### src/rtl/uart_tx_arbiter_if.sv
// Byte-stream bundle between NUM_REQ packet requesters, the arbiter and a UART transmitter.
// master = arbiter side, slave = requesters/UART side.
interface uart_tx_arbiter_if #(
  parameter int NUM_REQ = 4
);
  localparam int ID_W = $clog2(NUM_REQ);

  logic [NUM_REQ-1:0]   req_valid;
  logic [8*NUM_REQ-1:0] req_data;
  logic [NUM_REQ-1:0]   req_last;
  logic [NUM_REQ-1:0]   req_ready;
  logic                 tx_start;
  logic [7:0]           tx_data;
  logic                 tx_busy;
  logic                 tx_done;
  logic [ID_W-1:0]      grant_id;
  logic                 active;
  logic                 pkt_done;

  modport master (
    input  req_valid, req_data, req_last, tx_busy, tx_done,
    output req_ready, tx_start, tx_data, grant_id, active, pkt_done
  );

  modport slave (
    output req_valid, req_data, req_last, tx_busy, tx_done,
    input  req_ready, tx_start, tx_data, grant_id, active, pkt_done
  );
endinterface

### src/rtl/uart_tx_arbiter.sv
// Round-robin packet arbiter feeding one UART transmitter, one byte per frame, grant held per packet.
// Define UART_ARB_HDR_EN to prefix each packet with header byte {4'hA, grant_id}.
module uart_tx_arbiter #(
  parameter int NUM_REQ = 4
) (
  input  logic              clk,
  input  logic              rst,
  uart_tx_arbiter_if.master bus
);
  localparam int ID_W = $clog2(NUM_REQ);

  localparam logic [2:0] S_IDLE     = 3'd0;
`ifdef UART_ARB_HDR_EN
  localparam logic [2:0] S_HDR      = 3'd1;
  localparam logic [2:0] S_HDR_WAIT = 3'd2;
`endif
  localparam logic [2:0] S_LOAD     = 3'd3;
  localparam logic [2:0] S_WAIT     = 3'd4;

  logic [2:0]         state;
  logic [ID_W-1:0]    grant_q;
  logic [ID_W-1:0]    last_grant;
  logic               last_q;
  logic               tx_start_q;
  logic [7:0]         tx_data_q;
  logic               pkt_done_q;

  logic               found;
  logic [ID_W-1:0]    next_id;
  logic [ID_W-1:0]    cand;
  logic [7:0]         gnt_byte;
  logic               gnt_valid;
  logic               gnt_last;
  logic               take;
  logic [NUM_REQ-1:0] ready;

  // Round-robin search starting one past the previous packet owner
  always_comb begin
    found   = 1'b0;
    next_id = '0;
    cand    = '0;
    for (int k = 1; k <= NUM_REQ; k++) begin
      cand = ID_W'((int'(last_grant) + k) % NUM_REQ);
      if (!found && bus.req_valid[cand]) begin
        found   = 1'b1;
        next_id = cand;
      end
    end
  end

  always_comb begin
    gnt_byte = '0;
    for (int i = 0; i < NUM_REQ; i++) begin
      if (grant_q == ID_W'(i)) gnt_byte = bus.req_data[8*i +: 8];
    end
  end

  assign gnt_valid = bus.req_valid[grant_q];
  assign gnt_last  = bus.req_last[grant_q];
  assign take      = (state == S_LOAD) && gnt_valid && !bus.tx_busy;

  always_comb begin
    ready = '0;
    if (take) ready[grant_q] = 1'b1;
  end

  always_ff @(posedge clk) begin
    if (rst) begin
      state      <= S_IDLE;
      grant_q    <= '0;
      last_grant <= ID_W'(NUM_REQ - 1);
      last_q     <= 1'b0;
      tx_start_q <= 1'b0;
      tx_data_q  <= 8'h00;
      pkt_done_q <= 1'b0;
    end else begin
      tx_start_q <= 1'b0;
      pkt_done_q <= 1'b0;
      case (state)
        S_IDLE: begin
          if (found) begin
            grant_q <= next_id;
`ifdef UART_ARB_HDR_EN
            state   <= S_HDR;
`else
            state   <= S_LOAD;
`endif
          end
        end
`ifdef UART_ARB_HDR_EN
        S_HDR: begin
          tx_data_q  <= {4'hA, 4'(grant_q)};
          tx_start_q <= 1'b1;
          state      <= S_HDR_WAIT;
        end
        S_HDR_WAIT: begin
          if (bus.tx_done) state <= S_LOAD;
        end
`endif
        S_LOAD: begin
          if (take) begin
            tx_data_q  <= gnt_byte;
            tx_start_q <= 1'b1;
            last_q     <= gnt_last;
            state      <= S_WAIT;
          end
        end
        // Busy is ignored here; only the frame-complete pulse advances
        S_WAIT: begin
          if (bus.tx_done) begin
            if (last_q) begin
              pkt_done_q <= 1'b1;
              last_grant <= grant_q;
              state      <= S_IDLE;
            end else begin
              state      <= S_LOAD;
            end
          end
        end
        default: state <= S_IDLE;
      endcase
    end
  end

  assign bus.req_ready = ready;
  assign bus.tx_start  = tx_start_q;
  assign bus.tx_data   = tx_data_q;
  assign bus.grant_id  = grant_q;
  assign bus.active    = (state != S_IDLE);
  assign bus.pkt_done  = pkt_done_q;
endmodule
### src/flat_wrapper.sv
// flat-port wrapper written by rule: the top's interface ports become plain ports
module uart_tx_arbiter_flat 
#(
  parameter int NUM_REQ = 4
)
  (clk, rst, bus_req_valid, bus_req_data, bus_req_last, bus_tx_busy, bus_tx_done, bus_req_ready, bus_tx_start, bus_tx_data, bus_grant_id, bus_active, bus_pkt_done);
  uart_tx_arbiter_if #(.NUM_REQ(NUM_REQ)) bus_i ();
  input  logic clk;
  input  logic rst;
  input wire logic [$bits(bus_i.req_valid)-1:0] bus_req_valid;
  input wire logic [$bits(bus_i.req_data)-1:0] bus_req_data;
  input wire logic [$bits(bus_i.req_last)-1:0] bus_req_last;
  input wire logic [$bits(bus_i.tx_busy)-1:0] bus_tx_busy;
  input wire logic [$bits(bus_i.tx_done)-1:0] bus_tx_done;
  output wire logic [$bits(bus_i.req_ready)-1:0] bus_req_ready;
  output wire logic [$bits(bus_i.tx_start)-1:0] bus_tx_start;
  output wire logic [$bits(bus_i.tx_data)-1:0] bus_tx_data;
  output wire logic [$bits(bus_i.grant_id)-1:0] bus_grant_id;
  output wire logic [$bits(bus_i.active)-1:0] bus_active;
  output wire logic [$bits(bus_i.pkt_done)-1:0] bus_pkt_done;
  assign bus_i.req_valid = bus_req_valid;
  assign bus_i.req_data = bus_req_data;
  assign bus_i.req_last = bus_req_last;
  assign bus_i.tx_busy = bus_tx_busy;
  assign bus_i.tx_done = bus_tx_done;
  assign bus_req_ready = bus_i.req_ready;
  assign bus_tx_start = bus_i.tx_start;
  assign bus_tx_data = bus_i.tx_data;
  assign bus_grant_id = bus_i.grant_id;
  assign bus_active = bus_i.active;
  assign bus_pkt_done = bus_i.pkt_done;
  uart_tx_arbiter #(.NUM_REQ(NUM_REQ)) u_core (.clk(clk), .rst(rst), .bus(bus_i));
endmodule
### config.mk
export PLATFORM = sky130hd
export DESIGN_NAME = uart_tx_arbiter_flat
export DESIGN_NICKNAME = d
export VERILOG_FILES = /design/src/rtl/uart_tx_arbiter_if.sv /design/src/rtl/uart_tx_arbiter.sv /design/src/flat_wrapper.sv
export SDC_FILE = /design/constraint.sdc
export NUM_CORES = 1
export LEC_CHECK = 0
export CAP_MARGIN = 0
export CORE_UTILIZATION = 39
export CTS_CLUSTER_DIAMETER = 30
export CTS_CLUSTER_SIZE = 8
export DETAILED_ROUTE_END_ITERATION = 8
export GPL_TIMING_DRIVEN = 0
export PLACE_DENSITY = 0.83
export SLEW_MARGIN = 40
export SYNTH_ARGS = -nofsm -noshare
export SYNTH_HDL_FRONTEND = slang
export SYNTH_SLANG_ARGS = --single-unit
### constraint.sdc
create_clock -name clk -period 3.03 [get_ports clk]
set_input_delay 0.606 -clock clk [delete_from_list [all_inputs] [get_ports clk]]
set_output_delay 0.606 -clock clk [all_outputs]
set_load 0.03 [all_outputs]
==> results of run 1 <==
==> worst min path at each step <==
stage / start / slack, ns / endpoint / cells past startpoint
after floorplan: u_core.last_q / 0.49 / u_core.last_q / 2
after global placement: u_core.bus.tx_data[1] / 0.48 / u_core.bus.tx_data[1] / 2
after detailed placement: u_core.bus.tx_data[6] / 0.49 / u_core.bus.tx_data[6] / 2
after CTS: u_core.bus.tx_data[6] / 0.52 / u_core.bus.tx_data[6] / 2
after global routing: u_core.bus.tx_data[2] / 0.56 / u_core.bus.tx_data[2] / 2
final: u_core.bus.tx_data[6] / 0.51 / u_core.bus.tx_data[6] / 2
==> what timing repair did <==
action,CTS,global route
hold buffers,0,0
gates resized for setup,3,9
setup endpoints to repair,4,4
==> worst max-delay path, delay by kind of cell <==
kind | cells | cell delay, ns
buffers and inverters | 2 | 1.13
and+or+nand+nor | 3 | 0.54
==> layer usage <==
metal | vias to the layer above | wire (um)
met2 | 33 | 1460
met1 | 479 | 1110
met3 | 9 | 133
met5 | - | 0
li1 | 484 | -
met4 | 0 | 59
==> cell usage after synthesis (all sizes together) <==
master  number  area (um2)
o221ai       1        8.76
a311oi       2        17.5
nor3b        2        15.0
clkbuf       4        15.0
dfxtp       17         340
inv          5        18.8
o22a         1        8.76
nor2        18        67.6
a211o        2        17.5
nor4         1        6.26
nand2b       2        12.5
buf          3        30.0
a21o         2        15.0
nand3b       1        7.51
mux2i       12         120
nand3        1        5.00
nand2        3        18.8
mux4        10         225
nand4        1        6.26
a21oi        3        15.0
or2          1        6.26
nor3         3        15.0
o21ai        1        5.00
nor4bb       1        10.0
==> layout make-up <==
cell class | instances | area, um2 | share of cell area [%]
sequential | 17 | 340 | 20.5
tap | 30 | 37.5 | 2.26
inverter | 5 | 18.8 | 1.13
multi-input combinational | 68 | 608 | 36.6
clock buffer | 4 | 26.3 | 1.58
buffer | 7 | 46.3 | 2.79
timing repair buffer | 59 | 583 | 35.1
==> cells by family after synthesis <==
group / after synthesis / synth area share (%)
flops: 17 / 33.8
buf+inv: 12 / 6.34
simple gates: 34 / 16.9
compound gates: 12 / 8.70
mux: 22 / 34.3
==> flip-flops by register name, indices dropped and copies added (netlist names) <==
register,flops
u_core.state,2
u_core.last_grant,2
u_core.bus.grant_id,2
u_core.bus.tx_start,1
u_core.last_q,1
u_core.bus.tx_data,8
u_core.bus.pkt_done,1
==> power breakdown <==
group	internal (mW)	leakage [nW]	switching [mW]
Sequential	0.236	0.138	0.00955
Clock	0.0514	0.0150	0.0780
Combinational	0.127	0.556	0.0918
==> per-stage QoR <==
step / setup WS, ns / hold slack, ns / TNS (ns) / power [mW]
2_1_floorplan: 0.513 / 0.487 / 0 / 0.372
3_3_place_gp: -0.204 / 0.476 / -0.471 / 0.465
3_5_place_dp: -0.242 / 0.492 / -0.506 / 0.471
4_1_cts: 0.0283 / 0.517 / 0 / 0.598
5_1_grt: 0.0470 / 0.560 / 0 / 0.626
6_report: 0.157 / 0.509 / 0 / 0.594
==> metrics.txt, run 1 <==
status finished, final reports clean; Critical Path Max Stage Delay around 0.70 ns; Final Non-Filler Cells 190; grt total ovfl 0; final count of hold timing violations 0; Avg Vias per Cell 5.29; CTS tree yes; CTS buffer count 3; most frequent cells in the layout 56 x clkdlybuf4s50_1, 18 x nor2_1, 17 x dfxtp_1; final core utilization 67.6%; initial antenna violation count 0; Reg clk slew, reported paths roughly 0.1 ns; vias around 1000; peak supply drop 0.205 mV; global-route wire length before repair ~4400 um; Synthesis Warnings 0; CP Launch Type input port; FILL cells between 200 and 250; final instance area around 1700 um2; Buffers on Ports 59; H-tree depth 1; register area share after synthesis 33.8%; Peak Freq 348 MHz; R2R Setup Slk roughly 1.3 ns; Cells after Synth between 90 and 100; Worst Reg-to-Reg Cells 5; Crit. End Element output port; number of global-route vias before repair 982; final WL between 2000 and 3000 um; Mean Syn Cell Area a little over 10 um2; largest net degree at the start of global routing 11; Crit path top cell by count clkdlybuf4s50_1; Routed WL per cell approximately 15 um; cell total after placement 186; met1 Use GR 26.3%; Layout Skew approximately 0.0011 ns; Antenna Cells 0; worst setup path endpoint bus_req_ready[3]; Die X-Extent ~53 um; # clock sinks 17; synthesis-to-finish area growth 64.8%; setup bufs post-CTS 0; R2R Path End u_core.bus.tx_data[4]; global routing's busiest layer met2; clock latency at the later pin of the worst-skew pair 0.30 ns; unrepaired setup endpoints after global routing false; count of final setup violators 0; Arr. time, crit path between 2 and 2.5 ns; CORE AREA around 2500 um2; Row Count 18; slowest CP cell clkdlybuf4s50_1; Initial Util roughly two fifths; Nets 205; Reg2Reg Launch Point u_core.bus.grant_id[0]; minimum clock period around 2.9 ns; GR Util met3 5.22%; full die area around 2800 um2; critical path peak fanout 2; worst endpoint required time 2.42 ns; met2 usage a little under two fifths; Top Ports 61; Die Height between 50 and 60 um; Area after DPL 1640 um2; Worst Setup SP bus_tx_busy; Netlist Area Pre-Place 1010 um2; GRT Overall Usage 22.5%; syn_nets around 140; Iter 0 DRT Violations 18; synth unique cells 26; Hold Path Class reg -> reg; Synth Register Bits 17; share of cells above drive strength 1 between 10% and 20%; P_leak 0.709 nW; slew at the pin closest to its max-slew limit 0.481 ns; ratio of final minimum period to clock period between 90 and 100%; Power Dens Cells 357 nW/um2; GP Congestion around 0.76; critical path type in -> out; antenna viol nets, final 0; CTS root buffer clkbuf_4; crit path cell chain clkdlybuf4s50_1, nor3b_2, nand2_1, nor3_1, clkdlybuf4s50_1; commonest non-fill, non-tap cell in the layout clkdlybuf4s50_1; Slew Limit Fails 0; relative max-transition margin 67.9%; First-pass DRT Iterations 4; total DRC errors in the routed layout 0; CTS max path bufs 2; Max Cap Viol 0; dpl hpwl roughly 2200 um
(Power assumes the default switching activity.)
==> inputs of run 2 (changes only) <==
--- a/config.mk
+++ b/config.mk
@@ -7,11 +7,12 @@
 export LEC_CHECK = 0
 export CAP_MARGIN = 0
 export CORE_UTILIZATION = 39
-export CTS_CLUSTER_DIAMETER = 30
+export CTS_CLUSTER_DIAMETER = 40
 export CTS_CLUSTER_SIZE = 8
 export DETAILED_ROUTE_END_ITERATION = 8
 export GPL_TIMING_DRIVEN = 0
 export PLACE_DENSITY = 0.83
+export RECOVER_POWER = 100
 export SLEW_MARGIN = 40
 export SYNTH_ARGS = -nofsm -noshare
 export SYNTH_HDL_FRONTEND = slang
==> run 2 against run 1 <==
  * Fmax is 1.0% lower
  * Non-clock buffer count stayed put
  * Total power is 0.96% lower
  * Setup slack worse by 0.030 ns
  * Core utilization is 0.36 points lower
  * Largest power group unchanged
  * Highest routed layer unchanged
==> metrics.txt, run 2 (same netlist as run 1, synthesis figures left out) <==
setup bufs post-CTS 0 (unchanged); Area after DPL 1640 um2 (unchanged); ratio of final minimum period to clock period 95.8% (was 94.8%); relative max-transition margin 68.0% (was 67.9%); vias 1004 (was 1005); clock latency at the later pin of the worst-skew pair 0.30 ns (about the same); Routed WL per cell 14.5 um (was 14.6 um); full die area 2790 um2 (unchanged); Hold Buf Count CTS 0 (unchanged); final WL 2760 um (was 2770 um); Arr. time, crit path 2.30 ns (was 2.27 ns); Sw Ratio 30.4% (was 30.2%); Clk network pwr share 21.9% (was 21.8%); worst hold path cell count 2 (unchanged); peak supply drop 0.204 mV (was 0.205 mV); cell total after placement 186 (unchanged); initial antenna violation count 0 (unchanged); total power 588 uW (was 594 uW); Layout Skew 0.00131 ns (was 0.00108 ns); Flop pwr share 41.7% (was 41.4%); # clock sinks 17 (unchanged); setup_tns 0 ns (unchanged); slew at the pin closest to its max-slew limit 0.480 ns (was 0.481 ns); largest net degree at the start of global routing 11 (unchanged); Iter 0 DRT Violations 18 (unchanged); grt total ovfl 0 (unchanged); CP Launch Type input port (unchanged); GP Congestion 0.761 (unchanged); synthesis-to-finish area growth 64.0% (was 64.8%); Initial Util 41.0% (unchanged); Antenna Cells 0 (unchanged); Largest register FFs 8 (unchanged); Top Ports 61 (unchanged); Avg Vias per Cell 5.28 (was 5.29); CTS max path bufs 2 (unchanged); final instance area 1650 um2 (was 1660 um2); FILL cells 208 (was 205); crit path cell chain dlygate4sd3_1, mux4_2, nand2_4, buf_12, nor3_1, clkbuf_2 (was clkdlybuf4s50_1, nor3b_2, nand2_1, nor3_1, clkdlybuf4s50_1); Fin Hold WS 0.504 ns (was 0.509 ns); count of final setup violators 0 (unchanged); Buffers on Ports 59 (unchanged); Switching Power 178 uW (was 179 uW); Critical Path Max Stage Delay 0.64 ns (was 0.70 ns); CTS buffer count 3 (unchanged); slowest CP cell dlygate4sd3_1 (was clkdlybuf4s50_1); Final Non-Filler Cells 190 (unchanged); P_leak 0.728 nW (was 0.709 nW); Hold Path Class reg -> reg (unchanged); HP Start u_core.bus.tx_data[6] (unchanged); global-route wire length before repair 4420 um (unchanged); GRT Overall Usage 22.5% (unchanged); Gate power share 36.4% (was 36.8%); critical path peak fanout 10 (was 2); Nets 205 (unchanged); Slew Limit Fails 0 (unchanged); Worst Reg-to-Reg Cells 5 (unchanged); fin worst setup slack 0.127 ns (was 0.157 ns); Row Count 18 (unchanged); Pint 409 uW (was 414 uW); worst endpoint required time 2.42 ns (about the same); Peak Freq 344 MHz (was 348 MHz); total DRC errors in the routed layout 0 (unchanged); critical path type in -> out (unchanged); Max Cap Viol 0 (unchanged); Die Height 52.8 um (unchanged); CTS tree yes (unchanged); final core utilization 67.3% (was 67.6%); number of global-route vias before repair 982 (unchanged); Die X-Extent 52.8 um (unchanged); Reg2Reg Launch Point u_core.bus.grant_id[0] (unchanged); CTS root buffer clkbuf_4 (unchanged); minimum clock period 2.90 ns (was 2.87 ns); R2R Setup Slk 1.34 ns (was 1.33 ns); First-pass DRT Iterations 4 (unchanged); pre-CTS WS -0.242 ns (unchanged); CORE AREA 2450 um2 (unchanged); most frequent cells in the layout 41 x clkdlybuf4s50_1, 18 x nor2_1, 17 x dfxtp_1 (was 56 x clkdlybuf4s50_1, 18 x nor2_1, 17 x dfxtp_1); commonest non-fill, non-tap cell in the layout clkdlybuf4s50_1 (unchanged); status finished, final reports clean (unchanged); unrepaired setup endpoints after global routing false (unchanged); final count of hold timing violations 0 (unchanged); H-tree depth 1 (unchanged); antenna viol nets, final 0 (unchanged); Reg clk slew, reported paths 0.10 ns (about the same); Worst Hold Path EP u_core.bus.tx_data[6] (unchanged); Crit. End Element output port (unchanged); share of cells above drive strength 1 13.8% (unchanged); Power Dens Cells 356 nW/um2 (was 357 nW/um2); dpl hpwl 2190 um (unchanged); R2R Path End u_core.bus.tx_data[4] (unchanged)
## run 2: power by group through the flow
stage	Sequential [mW]	Clock [mW]	Combinational (mW)
6_report	0.245	0.129	0.214
5_1_grt	0.247	0.145	0.229
4_1_cts	0.246	0.132	0.221
3_5_place_dp	0.251	0	0.220
3_3_place_gp	0.250	0	0.215
2_1_floorplan	0.268	0	0.104
## run 2: how the worst max path moves through the flow
stage	startpoint	endpoint	slack (ns)	depth (start not counted)
detailed placement	bus_req_valid[3]	bus_req_ready[2]	-0.24	6
global placement	bus_tx_busy	bus_req_ready[2]	-0.20	6
CTS	bus_req_valid[3]	bus_req_ready[0]	0.03	6
finish	bus_req_valid[1]	bus_req_ready[2]	0.13	6
floorplan	bus_tx_busy	bus_req_ready[0]	0.51	4
global route	bus_tx_busy	bus_req_ready[3]	0.05	5
## run 2: timing repair
action,CTS,global route
resized for setup,3,9
endpoints found under the setup margin,4,4
pin swaps,0,0
## run 2: critical path: cells and delay by family
| kind | cells | cell delay (ns) |
|---|---|---|
| buf+inv | 3 | 0.97 |
| mux | 1 | 0.53 |
| simple gates | 2 | 0.18 |
## run 2: cell type report
class | instances | area (um2) | area share (%)
sequential | 17 | 340 | 20.6
multi-input combinational | 68 | 608 | 36.8
tap | 30 | 37.5 | 2.27
buffer | 7 | 46.3 | 2.80
timing repair buffer | 59 | 574 | 34.8
inverter | 5 | 18.8 | 1.14
clock buffer | 4 | 26.3 | 1.59
## run 2: routing by layer
metal,GRT usage (%),vias up,wire length (um)
met2,37.8,30,1460
met1,26.3,482,1120
li1,-,483,-
met4,11.4,0,59
met3,5.22,9,124
met5,0,-,0
